**config.mk**
```make
export PLATFORM = sky130hd
export DESIGN_NAME = vblank_scheduler
export DESIGN_NICKNAME = d
export VERILOG_FILES = /design/src/rtl/vblank_scheduler_pkg.sv /design/src/rtl/vblank_edge_det.sv /design/src/rtl/vblank_scheduler.sv
export SDC_FILE = /design/constraint.sdc
export NUM_CORES = 1
export LEC_CHECK = 0
export ABC_AREA = 0
export BUFFER_PORTS_ARGS = -buffer_cell sky130_fd_sc_hd__buf_2
export CAP_MARGIN = 40
export CORE_MARGIN = 5
export CORE_UTILIZATION = 50
export CTS_BUF_LIST = sky130_fd_sc_hd__clkbuf_8 sky130_fd_sc_hd__clkbuf_16
export CTS_CLUSTER_SIZE = 10
export DETAILED_ROUTE_END_ITERATION = 16
export PLACE_DENSITY = 0.83
export REMOVE_ABC_BUFFERS = 1
export SKIP_CTS_REPAIR_TIMING = 1
export SKIP_LAST_GASP = 1
export SLEW_MARGIN = 5
export SYNTH_ARGS = -nofsm -noshare
export SYNTH_HDL_FRONTEND = slang
export SYNTH_HIERARCHICAL = 1
export SYNTH_SLANG_ARGS = --single-unit
```
**constraint.sdc**
```tcl
create_clock -name i_clk -period 1.7 [get_ports i_clk]
set_input_delay 0.51 -clock i_clk [delete_from_list [all_inputs] [get_ports i_clk]]
set_output_delay 0.51 -clock i_clk [all_outputs]
set_load 0.005 [all_outputs]
```
**src/rtl/vblank_scheduler_pkg.sv**
```systemverilog
// Shared types for the per-frame game-logic scheduler: FSM states, task count and task indices.
package vblank_scheduler_pkg;

   localparam int unsigned N_TASKS_DEF = 4;

   localparam int unsigned TASK_TOM   = 0;
   localparam int unsigned TASK_JERRY = 1;
   localparam int unsigned TASK_COLL  = 2;
   localparam int unsigned TASK_SCORE = 3;

   typedef enum logic [2:0] {
      StIdle,
      StStart,
      StWait,
      StCommit,
      StDone,
      StAbort
   } vbs_state_e;

endpackage

```
**src/rtl/vblank_edge_det.sv**
```systemverilog
// Rising-edge detector for vblnk. The history register resets high so a frame already
// in blanking at reset release never produces a rise.
module vblank_edge_det (
   input  logic i_clk,
   input  logic i_rst,
   input  logic i_vblnk,
   output logic o_rise
);

   logic r_vblnk_q;

   always_ff @(posedge i_clk or posedge i_rst) begin
      if (i_rst) r_vblnk_q <= 1'b1;
      else       r_vblnk_q <= i_vblnk;
   end

   assign o_rise = i_vblnk & ~r_vblnk_q;

endmodule

```
**src/rtl/vblank_scheduler.sv**
```systemverilog
// Runs the game-logic tasks one at a time inside vertical blanking, then commits the frame.
// Optional per-task WAIT timeout is enabled with `define VBS_TIMEOUT_EN.
module vblank_scheduler
   import vblank_scheduler_pkg::*;
#(
   parameter int unsigned N_TASKS        = N_TASKS_DEF,
   parameter int unsigned FRAME_W        = 16,
   parameter int unsigned TIMEOUT_CYCLES = 4096
) (
   input  logic               i_clk,
   input  logic               i_rst,
   input  logic               i_vblnk,
   input  logic               i_enable,
   input  logic [N_TASKS-1:0] i_task_done,
   input  logic               i_clr_overrun,
   output logic [N_TASKS-1:0] o_task_start,
   output logic [N_TASKS-1:0] o_task_active,
   output logic               o_commit,
   output logic               o_abort,
   output logic               o_busy,
   output logic [FRAME_W-1:0] o_frame_cnt,
   output logic               o_overrun,
   output logic [N_TASKS-1:0] o_timeout_err
);

   localparam int unsigned IDX_W = (N_TASKS > 1) ? $clog2(N_TASKS) : 1;
   localparam logic [IDX_W-1:0] LAST_IDX = IDX_W'(N_TASKS - 1);

   vbs_state_e         r_state, w_state_d;
   logic [IDX_W-1:0]   r_idx, w_idx_d;
   logic [FRAME_W-1:0] r_frame_cnt;
   logic               r_overrun;
   logic               w_rise;
   logic               w_done;
   logic               w_set_overrun;
   logic [N_TASKS-1:0] w_idx_onehot;
   logic [N_TASKS-1:0] w_set_timeout;

   vblank_edge_det u_edge_det (
      .i_clk  (i_clk),
      .i_rst  (i_rst),
      .i_vblnk(i_vblnk),
      .o_rise (w_rise)
   );

   assign w_done       = i_task_done[r_idx];
   assign w_idx_onehot = N_TASKS'(1) << r_idx;

`ifdef VBS_TIMEOUT_EN
   localparam int unsigned CNT_W = (TIMEOUT_CYCLES > 1) ? $clog2(TIMEOUT_CYCLES) : 1;

   logic [CNT_W-1:0]   r_wait_cnt;
   logic [N_TASKS-1:0] r_timeout_err;
   logic               w_timeout;

   assign w_timeout = (r_wait_cnt == CNT_W'(TIMEOUT_CYCLES - 1));

   // Counts from the START cycle so the abort lands TIMEOUT_CYCLES after task_start.
   always_ff @(posedge i_clk or posedge i_rst) begin
      if (i_rst)                                       r_wait_cnt <= '0;
      else if (w_state_d == StStart)                   r_wait_cnt <= '0;
      else if (r_state == StStart || r_state == StWait) r_wait_cnt <= r_wait_cnt + 1'b1;
   end

   always_ff @(posedge i_clk or posedge i_rst) begin
      if (i_rst) r_timeout_err <= '0;
      else       r_timeout_err <= w_set_timeout | (i_clr_overrun ? '0 : r_timeout_err);
   end

   assign o_timeout_err = r_timeout_err;
`else
   assign o_timeout_err = '0;
`endif

   always_comb begin
      w_state_d     = r_state;
      w_idx_d       = r_idx;
      w_set_overrun = 1'b0;
      w_set_timeout = '0;
      unique case (r_state)
         StIdle: begin
            if (w_rise && i_enable) begin
               w_idx_d   = '0;
               w_state_d = StStart;
            end
         end
         StStart: w_state_d = StWait;
         StWait: begin
            // End of blanking beats both done and timeout.
            if (!i_vblnk) begin
               w_set_overrun = 1'b1;
               w_state_d     = StAbort;
            end else if (w_done) begin
               if (r_idx == LAST_IDX) begin
                  w_state_d = StCommit;
               end else begin
                  w_idx_d   = r_idx + 1'b1;
                  w_state_d = StStart;
               end
            end
`ifdef VBS_TIMEOUT_EN
            else if (w_timeout) begin
               w_set_timeout = w_idx_onehot;
               w_state_d     = StAbort;
            end
`endif
         end
         StCommit: w_state_d = StDone;
         StDone:   if (!i_vblnk) w_state_d = StIdle;
         StAbort:  w_state_d = StIdle;
         default:  w_state_d = StIdle;
      endcase
   end

   always_ff @(posedge i_clk or posedge i_rst) begin
      if (i_rst) begin
         r_state <= StIdle;
         r_idx   <= '0;
      end else begin
         r_state <= w_state_d;
         r_idx   <= w_idx_d;
      end
   end

   always_ff @(posedge i_clk or posedge i_rst) begin
      if (i_rst)                   r_frame_cnt <= '0;
      else if (r_state == StCommit) r_frame_cnt <= r_frame_cnt + 1'b1;
   end

   always_ff @(posedge i_clk or posedge i_rst) begin
      if (i_rst)              r_overrun <= 1'b0;
      else if (w_set_overrun) r_overrun <= 1'b1;
      else if (i_clr_overrun) r_overrun <= 1'b0;
   end

   // Outputs decode straight from registered state, so pulses align with state entry.
   assign o_task_start  = (r_state == StStart) ? w_idx_onehot : '0;
   assign o_task_active = (r_state == StWait) ? w_idx_onehot : '0;
   assign o_commit      = (r_state == StCommit);
   assign o_abort       = (r_state == StAbort);
   assign o_busy        = (r_state != StIdle);
   assign o_frame_cnt   = r_frame_cnt;
   assign o_overrun     = r_overrun;

endmodule

```
==> out/results.txt, run 1 <==
The critical path class is reg -> out. During placement, the flow inserted port buffers numbering 36. The starting density of the core was 51.82%; the xor/xnor cell area share of the yosys netlist was 10.23%. The logs give -139.5 ps for the worst path setup slack after routing and 41 for the boundary pin count. The number of antenna diodes in the final layout is 0. Setup repair after global routing could not meet its margin everywhere.

The synthesized netlist devotes 4.873% of its cell area to adder and majority cells. Counting both buffers and inverters, the worst setup path holds a total of 2. The worst hold slack is 238.8 ps, and the number of global-route vias before repair is 912.

By area, the combinational part of the netlist is dominated by simple AND/OR/NAND/NOR gates. The final reports fail on negative setup slack. OpenSTA, run right after detailed placement, puts the worst setup slack at 28.80 ps.

Across the VDD grid, the largest voltage drop is 0.0008407 V. The run gives 23 as the number of clock sinks. In the final routed layout, each cell accounts on average for 13.94 um. Dominant delay contributor by cell family on the critical path: flip-flops.

The first global-routing pass estimated 4.298 mm of wire. The minimum clock period after layout came out at 1840 ps. Type of the most critical hold path: in -> async. The routed layout has 1035 vias. For the reported leakage power, the log shows 0.8794 nW.

The floorplan has 18 rows. Summing the areas of all compound-gate instances in the mapped netlist gives 6.530% of the synthesized area. For the count of final max-slew check failures, the log shows 0. By area the synthesized netlist is led by sky130_fd_sc_hd__dfrtp_1, sky130_fd_sc_hd__xnor2_1, sky130_fd_sc_hd__ha_1, sky130_fd_sc_hd__and2_1, sky130_fd_sc_hd__nand2_1. The vertical extent of the die was 60.67 um.

Post-synthesis area per instance: 10.27 um^2. The total power of the final layout is 1.807 mW. Measured in cells, the most critical reg-to-reg path has a length of 5.

Die outline width: 60.67 um. For the required time of the critical path, the log shows 1190 ps. The clock root buffer is sky130_fd_sc_hd__clkbuf_8.

After clock tree synthesis, the clock-pin slew on the worst setup and hold paths is 80 ps. The net count of the finished layout is 184. The synthesized netlist devotes 25.24% of its cell area to simple gates.

Summing every instance area after synthesis gives 1284 um^2. The share of Yosys cell area claimed by the top area cell type is 42.88%, and the number of cells on the critical path is 3. Across every metal layer, demand over resource in global routing totals 15.68%. The layout-stage area growth over the synthesis result is 24.46%, and the first-pass iteration count of the detailed router is 4.

The tools report the count of endpoints failing setup in the final report as 11. The startpoint type of the worst setup path was a flop. The tools report the initial antenna violation count as 0. For the number of DRC violations after detailed routing, the log shows 0. The most common cell after layout, fill and taps aside is sky130_fd_sc_hd__buf_2. The number of routed nets with antenna violations was 0. In the layout the commonest cells are sky130_fd_sc_hd__buf_2, sky130_fd_sc_hd__dfrtp_1, sky130_fd_sc_hd__nand2_1, sky130_fd_sc_hd__xnor2_1, sky130_fd_sc_hd__and2_1.

Routed via count divided by cell count: 5.201. The HPWL after detailed placement was 2.055 mm; the proportion of synthesized area in mux cells was 2.534%. The total area inside the core boundary comes to 2477 um^2. The tools report the deepest level of the CTS H-tree as 1.

The tools report the synthesis warning total as 6. The cell with the biggest individual delay on the critical path is sky130_fd_sc_hd__dfrtp_1. Across the run, the number of max-cap violations was 0.

For this block, the initial DRC count from the detailed router was 22. Counting the buffers created by CTS gives 3. The critical path goes through buf_4 -> or3_1 -> buf_2. The largest net degree at the start of global routing was 23.

The number of buffers on the longest clock path is 2. The synthesized design spends more area on one cell type than any other, namely sky130_fd_sc_hd__dfrtp_1. The biggest cell delay along the critical path works out to 410 ps. The clock reaches the later pin of the worst-skew pair after 260 ps. Counting every instance in the synthesized netlist gives 125.

The worst path uses 108.2% of the clock period. For this run, the top clock speed supported by timing is 543.6 MHz. TritonCTS built the clock tree. The clock tree skew after final layout is 3.181 ps.

The flow ran to the end, but the final reports show violations. Yosys mapped the design onto 37 distinct sky130hd cell types. Summed over all layers, the global routing overflow is 0. Of all nets on the critical path, the largest fanout is 10.

The arrival time at the worst endpoint is 1330 ps, and the area of all placed cells without fillers is 1598 um^2. The routed design has 2.774 mm of wire. For this run, the register share of the synthesized area comes to 44.93%.

The floorplan step defined a die boundary enclosing 3681 um^2. In this run, synthesis produced a sequential element count of 23. The fraction of final layout cells sized beyond drive strength 1 is 38.46%. STA classifies the critical path endpoint as a primary output. In this run the power density over the cells is 1131 nW/um^2.

Summing all placed instances gives a cell area of 1500 um^2. At the end of routability-driven placement, the weighted congestion stood at 0.7950. The run gives 0 as the number of hold violations in the final report.
[Yosys cell counts (all sizes together)]
library cell  number
xor2               4
o21ai              1
nand3              6
dfrtp             22
mux2i              1
or2                1
and2               9
nand2             11
inv                9
nor3               1
a22oi              1
conb               1
xnor2             11
or2b               2
a21oi              4
o2bb2ai            1
buf                5
o31ai              1
nand4              1
and4               3
and3               2
a31oi              1
o22ai              2
o211ai             1
ha                 5
nor4               1
o2111ai            1
mux2               2
nand3b             1
dfstp              1
or3b               1
and3b              1
or3                2
nor2               6
nor2b              3
[per-layer routing]
metal | vias to the layer above | track usage [%] | share of wire, %
li1 | 503 | - | -
met1 | 507 | 19.97 | 40
met2 | 23 | 25.95 | 55
met3 | 2 | 3.191 | 4.7
met4 | 0 | 6.502 | 0.65
met5 | - | 0 | 0
[area by class of cell]
| type | count | area [um^2] |
|---|---|---|
| inverter | 9 | 33.78 |
| multi-input combinational | 91 | 670.6 |
| clock inverter | 1 | 5.005 |
| sequential | 23 | 580.6 |
| timing repair buffer | 42 | 229.0 |
| fill | 209 | 879.6 |
| tap | 30 | 37.54 |
| clock buffer | 3 | 41.29 |
[power by group]
part	switching, mW	internal [mW]	leakage, nW
Clock	0.177	0.164	0.0255
Sequential	0.0913	0.631	0.307
Combinational	0.374	0.370	0.547
[per-stage QoR]
step	setup TNS [ps]	instances	util [%]
floorplan	0	123	-
global placement	0	192	60.56
detailed placement	0	192	60.56
CTS	-1973	196	62.42
global route	-1695	199	64.49
finish	-972.1	199	64.49
[worst reg2reg max path: stages (launching register included)]
cell and delay, ps:
sky130_fd_sc_hd__dfrtp_1 390, sky130_fd_sc_hd__buf_4 180, sky130_fd_sc_hd__nand3b_4 150, sky130_fd_sc_hd__nor4_4 420, sky130_fd_sc_hd__nand4_1 160, sky130_fd_sc_hd__xnor2_1 150
[state kept, by name, indices dropped and copies added (netlist names)]
register              count
u_edge_det/r_vblnk_q      1
o_frame_cnt              16
o_overrun                 1
r_state                   3
r_idx                     2
[kinds of logic after synthesis]
logic type	count (synthesis)
and+or+nand+nor	51
DFF	23
xor gates and xnor gates	15
buffers and inverters	14
AOI/OAI and AO/OA	13
adders and majority gates	5
muxes	3
other	1
[worst paths after layout]
kind                            startpoint                   end  slack [ps]
max                             r_state[1]                o_busy        -140
min                                  i_rst  u_edge_det/r_vblnk_q         240
max reg2reg                     r_state[1]       o_frame_cnt[13]         140
min reg2reg                o_frame_cnt[15]       o_frame_cnt[15]         460
max in group asynchronous            i_rst              r_idx[0]        1180
min in group i_clk                 i_vblnk  u_edge_det/r_vblnk_q         410
(Power assumes the default switching activity.)
==> run 2: changes to the inputs <==
--- a/config.mk
+++ b/config.mk
@@ -16,2 +16,3 @@
 export PLACE_DENSITY = 0.83
+export RECOVER_POWER = 50
 export REMOVE_ABC_BUFFERS = 1
--- a/constraint.sdc
+++ b/constraint.sdc
@@ -3,2 +3,2 @@
 set_output_delay 0.51 -clock i_clk [all_outputs]
-set_load 0.005 [all_outputs]
+set_load 0.1 [all_outputs]
==> run 2 against run 1 <==
The flow still finishes with violations (negative setup slack). Combinational power up 140%. Largest power group unchanged. Critical path type unchanged. First-iteration DRC count is 9.1% lower. Clock skew up 8.0 ps. Largest cell class unchanged. Setup slack lost 95 ps. Wire length is 12% higher. Sequential power grew 2%. Via count grew 4.3%. Register-to-register slack worse by 240 ps. Non-clock buffer count grew 8.
==> out/results.txt, run 2 (synthesis results as in run 1) <==
The first-pass iteration count of the detailed router is 4 (unchanged). The logs give 0.001541 V (+83%) for the maximum vdd drop and 0 (unchanged) for the number of DRC violations after detailed routing. Biggest cell delay along the critical path: 410 ps (about the same). Clock-pin slew of the registers on the worst-case setup and hold paths: 70 ps (about the same).

Met3 demand-to-capacity share in global routing: 1.915% (-1.3 points). The worst hold slack is 238.9 ps (+0.1590 ps). The transition time at the pin with the least slew margin works out to 1157 ps.

The largest fanout on the critical path came out at 4 (-6). The fraction of final layout cells sized beyond drive strength 1 was 43.50% (+5.0 points); the first-pass GRT wire length was 4.781 mm (+11%). The tightest min-delay check is of the in -> async type. The run gives 17 (+6) as the count of endpoints failing setup in the final report. Total area of sequential cells: 580.6 um^2 (unchanged). The logs give 20 (-9.1%) for the number of DRC markers after the initial detailed-route iteration and 3 (unchanged) for the total CTS buffers. The antenna diode count was 0 (unchanged). The logs give 1680 um^2 (+12%) for the cell area after placement and 196 (+2.1%) for the number of cells after detailed placement. For the reported leakage power, the log shows 0.9258 nW (+5.3%). The multi-input logic area was 680.7 um^2 (+1.5%); the worst slew margin relative to its limit was 22.85%. The total power of the final layout came out at 2.822 mW (+56%).

Setup repair after global routing could not meet its margin everywhere. For the total number of vias, the log shows 1079 (+4.3%). The worst path setup slack after routing is -234.8 ps (-95.23 ps). The die outline width was 60.67 um (unchanged); the number of standard-cell rows in the floorplan was 18 (unchanged).

The run gives 0 (unchanged) as the total grt overflow. Required time of the critical path: 1190 ps (about the same). The final clock period utilization by the worst path is 113.8% (+5.6 points), and the aggregate routed wire length is 3.096 mm (+12%). The placeable core region was 2477 um^2 (unchanged); the number of routed nets with antenna violations was 0 (unchanged). The final reports fail on negative setup slack. The routability-driven placement congestion ratio was 0.7627 (-4.1%); the count of non-filler cells in the finished layout was 207 (+4.0%). Count of final max-slew check failures: 0 (unchanged). The tools report the boundary pin count as 41 (unchanged). The met1 capacity usage during global routing came out at 21.76% (+1.8 points). TritonCTS built the clock tree. The tools report the number of hold violations in the final report as 0 (unchanged).

The met2 global-route usage came out at 29.62% (+3.7 points). The cell with the biggest individual delay on the critical path was sky130_fd_sc_hd__dfrtp_1. The startpoint type of the worst setup path is a flop. The largest net degree at the start of global routing was 23 (unchanged).

The routed via count divided by cell count came out at 5.213 (+0.22%). The tools report the number of global-route vias before repair as 1088 (+19%). The critical path goes through or2b_4 -> nor2_4 -> and2_4 -> buf_12.

The logs give 178 (-15%) for the layout filler cell count and 17.14% (+1.5 points) for the global-route usage over all layers. The clock tree skew after final layout was 11.17 ps (+7.993 ps). The starting density of the core came out at 51.82% (unchanged). The maximum clock frequency came out at 516.9 MHz (-4.9%).

Busiest layer in global routing: met2. Minimum clock period after layout: 1935 ps (+95.23 ps). The run gives 3681 um^2 (unchanged) as the area of the die.

The arrival time at the worst endpoint is 1420 ps (+90 ps). The worst setup path is captured at a primary output. For the number of clock sinks, the log shows 23 (unchanged). Clock tree synthesis selected as its root buffer the cell sky130_fd_sc_hd__clkbuf_8.

The final layout net count was 192 (+4.3%). The number of flip-flops in the largest register came out at 16 (unchanged). The logs give 1839 um^2 (+15%) for the area of all placed cells without fillers and 74.24% (+9.7 points) for the final core area utilization.

The run gives 2 (unchanged) as the number of buffers on the longest clock path. The library cells used most frequently in the layout, excluding fill and tap cells, are sky130_fd_sc_hd__buf_2, sky130_fd_sc_hd__dfrtp_1. The power per standard cell area works out to 1534 nW/um^2 (+36%). The run finished, with violations left.

Deepest level of the CTS H-tree: 1 (unchanged). The critical path is of the reg -> out type. The vertical extent of the die is 60.67 um (unchanged). The worst-skew pair later-pin latency is 270 ps (about the same), and the routed wirelength normalized by instance count is 14.96 um (+7.3%). The most common cell after layout, fill and taps aside is sky130_fd_sc_hd__buf_2. The initial antenna violation count came out at 0 (unchanged). The number of buffer cells added on primary ports is 36 (unchanged). The minimum setup slack after placement is -40.78 ps (-69.58 ps), and the final-layout setup total negative slack is -2469 ps (-1497 ps). The area growth from synthesis to layout is 43.27%. The run gives 2.231 mm (+8.5%) as the HPWL after detailed placement. Number of violations of the max-capacitance limit: 0 (unchanged).
==> run 2: cell types whose count changed in the layout (fill, tap and decap cells not counted), moves of 2 or more <==
cell,previous run,this run
sky130_fd_sc_hd__buf_2,35,22
sky130_fd_sc_hd__buf_12,0,11
sky130_fd_sc_hd__and2_1,8,2
sky130_fd_sc_hd__and2_4,1,7
sky130_fd_sc_hd__buf_4,5,11
sky130_fd_sc_hd__clkbuf_1,0,2
sky130_fd_sc_hd__clkbuf_4,0,2
==> run 2: critical path, delay by kind of cell (launching register included) <==
family,cells,cell delay [ps]
flip-flops,1,410
buffers and inverters,1,160
AND/OR/NAND/NOR,3,600
==> run 2: cell type report <==
type	count	area share, %
Clock buffer	3	2.245
Clock inverter	1	0.2721
Inverter	9	1.973
Multi-Input combinational cell	91	37.01
Sequential cell	23	31.56
Tap cell	30	2.041
Timing Repair Buffer	50	24.90
==> run 2: worst paths after layout <==
path                                  from                    to  slack [ps]  depth (start not counted)
setup / recovery                r_state[0]       o_task_start[3]        -230                          4
max in group asynchronous            i_rst              r_idx[1]         320                          3
hold reg to reg            o_frame_cnt[10]       o_frame_cnt[10]         480                          1
min in group i_clk           i_clr_overrun             o_overrun         460                          2
hold / removal                       i_rst  u_edge_det/r_vblnk_q         240                          2
setup reg to reg                r_state[2]       o_frame_cnt[10]        -100                          5
==> run 2: metal layers <==
layer / share of wire (%) / vias up
met1: 41 / 530
met2: 54 / 27
met3: 3.6 / 7
met4: 1.6 / 0
met5: 0 / -
li1: - / 515
==> run 2: power breakdown <==
group          switching [mW]  total (mW)  internal, mW  leakage (nW)
Sequential              0.106       0.738         0.632         0.307
Combinational            1.16        1.75         0.590         0.593
Clock                   0.174       0.338         0.164        0.0255
Total                    1.44        2.82          1.39         0.926
==> run 3: changes to the inputs <==
Clock period 1.7 ns to 1.79 ns, I/O delays scaled along.
==> run 3 against run 2 <==
The run still ends with negative setup slack left. Final area fell by 2.9%. Total power decreased by 7.5%. Setup slack improved by 27 ps. Cell count fell by 1.9%. Flip-flop and latch count unchanged. Via count fell by 1.0%. Critical endpoint is now o_task_active[2].
==> out/results.txt, run 3 (synthesis results as in run 1) <==
The boundary pin count was 41 (unchanged); the aggregate routed wire length was 3.005 mm (-2.9%). The minimum clock period after layout came out at 1997 ps. In the layout the commonest cells are sky130_fd_sc_hd__buf_2, sky130_fd_sc_hd__dfrtp_1, sky130_fd_sc_hd__nand2_1, sky130_fd_sc_hd__xnor2_1, sky130_fd_sc_hd__buf_12. The power per standard cell area is 1461 nW/um^2 (-4.7%), and the die outline width is 60.67 um (unchanged).

The slowest stage of the critical path belongs to the cell sky130_fd_sc_hd__dfrtp_1. The deepest level of the CTS H-tree is 1 (unchanged), and the total CTS buffers is 3 (unchanged). The critical path class is reg -> out.

Global-route usage over all layers: 17.15% (about the same). STA classifies the critical path endpoint as a primary output. The run gives 0 (unchanged) as the initial antenna violation count. The most common cell after layout, fill and taps aside is sky130_fd_sc_hd__buf_2.

The clock-pin slew of the registers on the worst-case setup and hold paths is 80 ps (about the same), and the placeable core region is 2477 um^2 (unchanged). For the number of standard-cell rows in the floorplan, the log shows 18 (unchanged). Number of flip-flops in the largest register: 16 (unchanged). The final reports fail on negative setup slack.

The logs give 0 (unchanged) for the number of DRC violations after detailed routing and 2.229 mm (about the same) for the HPWL after detailed placement. The final-layout setup total negative slack was -1866 ps (+602.3 ps); the count of endpoints failing setup in the final report was 10 (-7). For the clock tree skew after final layout, the log shows 2.989 ps (-8.184 ps). The run finished, with violations left.

Number of DRC markers after the initial detailed-route iteration: 14 (-30%). The routability-driven placement congestion ratio was 0.7662 (+0.46%); the required time of the critical path was 1250 ps (+60 ps). The tools report the number of routed nets with antenna violations as 0 (unchanged). Transition time at the pin with the least slew margin: 1145 ps (-12.59 ps). The signal on the critical path passes through buf_4 -> and3_4 -> and2_1 -> buf_12.

The number of global-route vias before repair is 1054 (-3.1%), and the biggest cell delay along the critical path is 410 ps (about the same). Maximum clock frequency: 500.7 MHz. The path class of the tightest hold or removal check is in -> async.

The antenna diode count is 0 (unchanged), and the first-pass iteration count of the detailed router is 4 (unchanged). The first-pass GRT wire length is 4.719 mm (-1.3%). The number of hold violations in the final report was 0 (unchanged).

The fraction of final layout cells sized beyond drive strength 1 works out to 38.15% (-5.4 points). The maximum vdd drop is 0.001730 V (+12%), and the count of final max-slew check failures is 0 (unchanged). The largest net degree at the start of global routing was 23 (unchanged).

The worst-skew pair later-pin latency is 270 ps (about the same). The worst path uses 111.6% of the clock period. The logs give 23.69% (+0.84 points) for the worst slew margin relative to its limit and 188 (-2.1%) for the final layout net count.

The number of clock sinks is 23 (unchanged), and the largest fanout on the critical path is 8 (+4). The run gives 0.9286 nW (+0.30%) as the reported leakage power. TritonCTS built the clock tree. The tools report the minimum setup slack after placement as 40.11 ps (+80.90 ps). The cell sitting at the root of the clock tree is a sky130_fd_sc_hd__clkbuf_8. The number of violations of the max-capacitance limit came out at 0 (unchanged). The routed wirelength normalized by instance count was 14.80 um (-1.0%); the routed via count divided by cell count was 5.261 (+0.93%).

For the worst path setup slack after routing, the log shows -207.3 ps (+27.49 ps). Timing startpoint of the critical path: r_state[1]. The vertical extent of the die came out at 60.67 um (unchanged). Startpoint type of the worst setup path: a flop. The starting density of the core is 51.82% (unchanged), and the total number of vias is 1068 (-1.0%). The number of buffers on the longest clock path is 2 (unchanged).

Area of the die: 3681 um^2 (unchanged). The area growth from synthesis to layout is 39.08%. The tools report the total grt overflow as 0 (unchanged).

The number of buffer cells added on primary ports is 36 (unchanged). The run gives 1460 ps (+40 ps) as the arrival time at the worst endpoint. Setup repair after global routing could not meet its margin everywhere. The tools report the reg-to-reg startpoint as r_state[2].
-- run 3: cell types whose count changed in the layout (fill, tap and decap cells not counted), moves of 2 or more --
| cell | change |
|---|---|
| sky130_fd_sc_hd__and2_1 | +3 |
| sky130_fd_sc_hd__and2_4 | -3 |
| sky130_fd_sc_hd__buf_2 | +2 |
| sky130_fd_sc_hd__buf_4 | -3 |
| sky130_fd_sc_hd__clkbuf_4 | -2 |
| sky130_fd_sc_hd__inv_1 | +2 |
| sky130_fd_sc_hd__inv_2 | -2 |
-- run 3: cell type report --
type / instances / area [um^2]
fill: 178 / 691.9
multi-input combinational: 91 / 675.6
sequential: 23 / 579.3
timing repair buffer: 46 / 410.4
clock buffer: 3 / 41.29
tap: 30 / 37.54
inverter: 9 / 36.28
clock inverter: 1 / 5.005
-- run 3: path summary, 6_finish.rpt --
kind | end | slack (ps) | cells past startpoint
setup / recovery | o_task_active[2] | -210 | 4
hold / removal | u_edge_det/r_vblnk_q | 260 | 2
setup reg to reg | o_frame_cnt[13] | 50 | 6
hold reg to reg | o_frame_cnt[15] | 470 | 1
max in group asynchronous | r_idx[0] | 410 | 3
min in group i_clk | o_overrun | 470 | 2
-- run 3: power by group --
group	leakage, nW	internal (mW)	switching, mW
clock network	0.0255	0.156	0.169
logic	0.594	0.516	1.08
registers	0.309	0.600	0.0932
total	0.929	1.27	1.34
-- run 3: per-layer routing --
layer	vias up	wire (um)	track usage (%)	part of all wire, %
li1	512	-	-	-
met1	529	1260	21.48	42
met2	22	1562	29.31	52
met3	5	141	3.191	4.7
met4	0	40	6.502	1.3
met5	-	0	0	0
-- run 3: critical path, delay by kind of cell (launching register included) --
family        cells  cell delay [ps]
simple gates      2              400
buf+inv           2              370
flops             1              410
-- run 3: metrics by stage --
step,hold WS [ps],std cells,power [mW],cell area [um^2],util (%)
floorplan,426.7,123,1.724,1260,-
global placement,455.7,193,2.056,1658,66.92
detailed placement,465.1,193,2.098,1658,66.92
CTS,252.1,197,2.426,1704,68.79
global route,244.0,203,2.735,1785,72.07
finish,256.8,203,2.609,1785,72.07
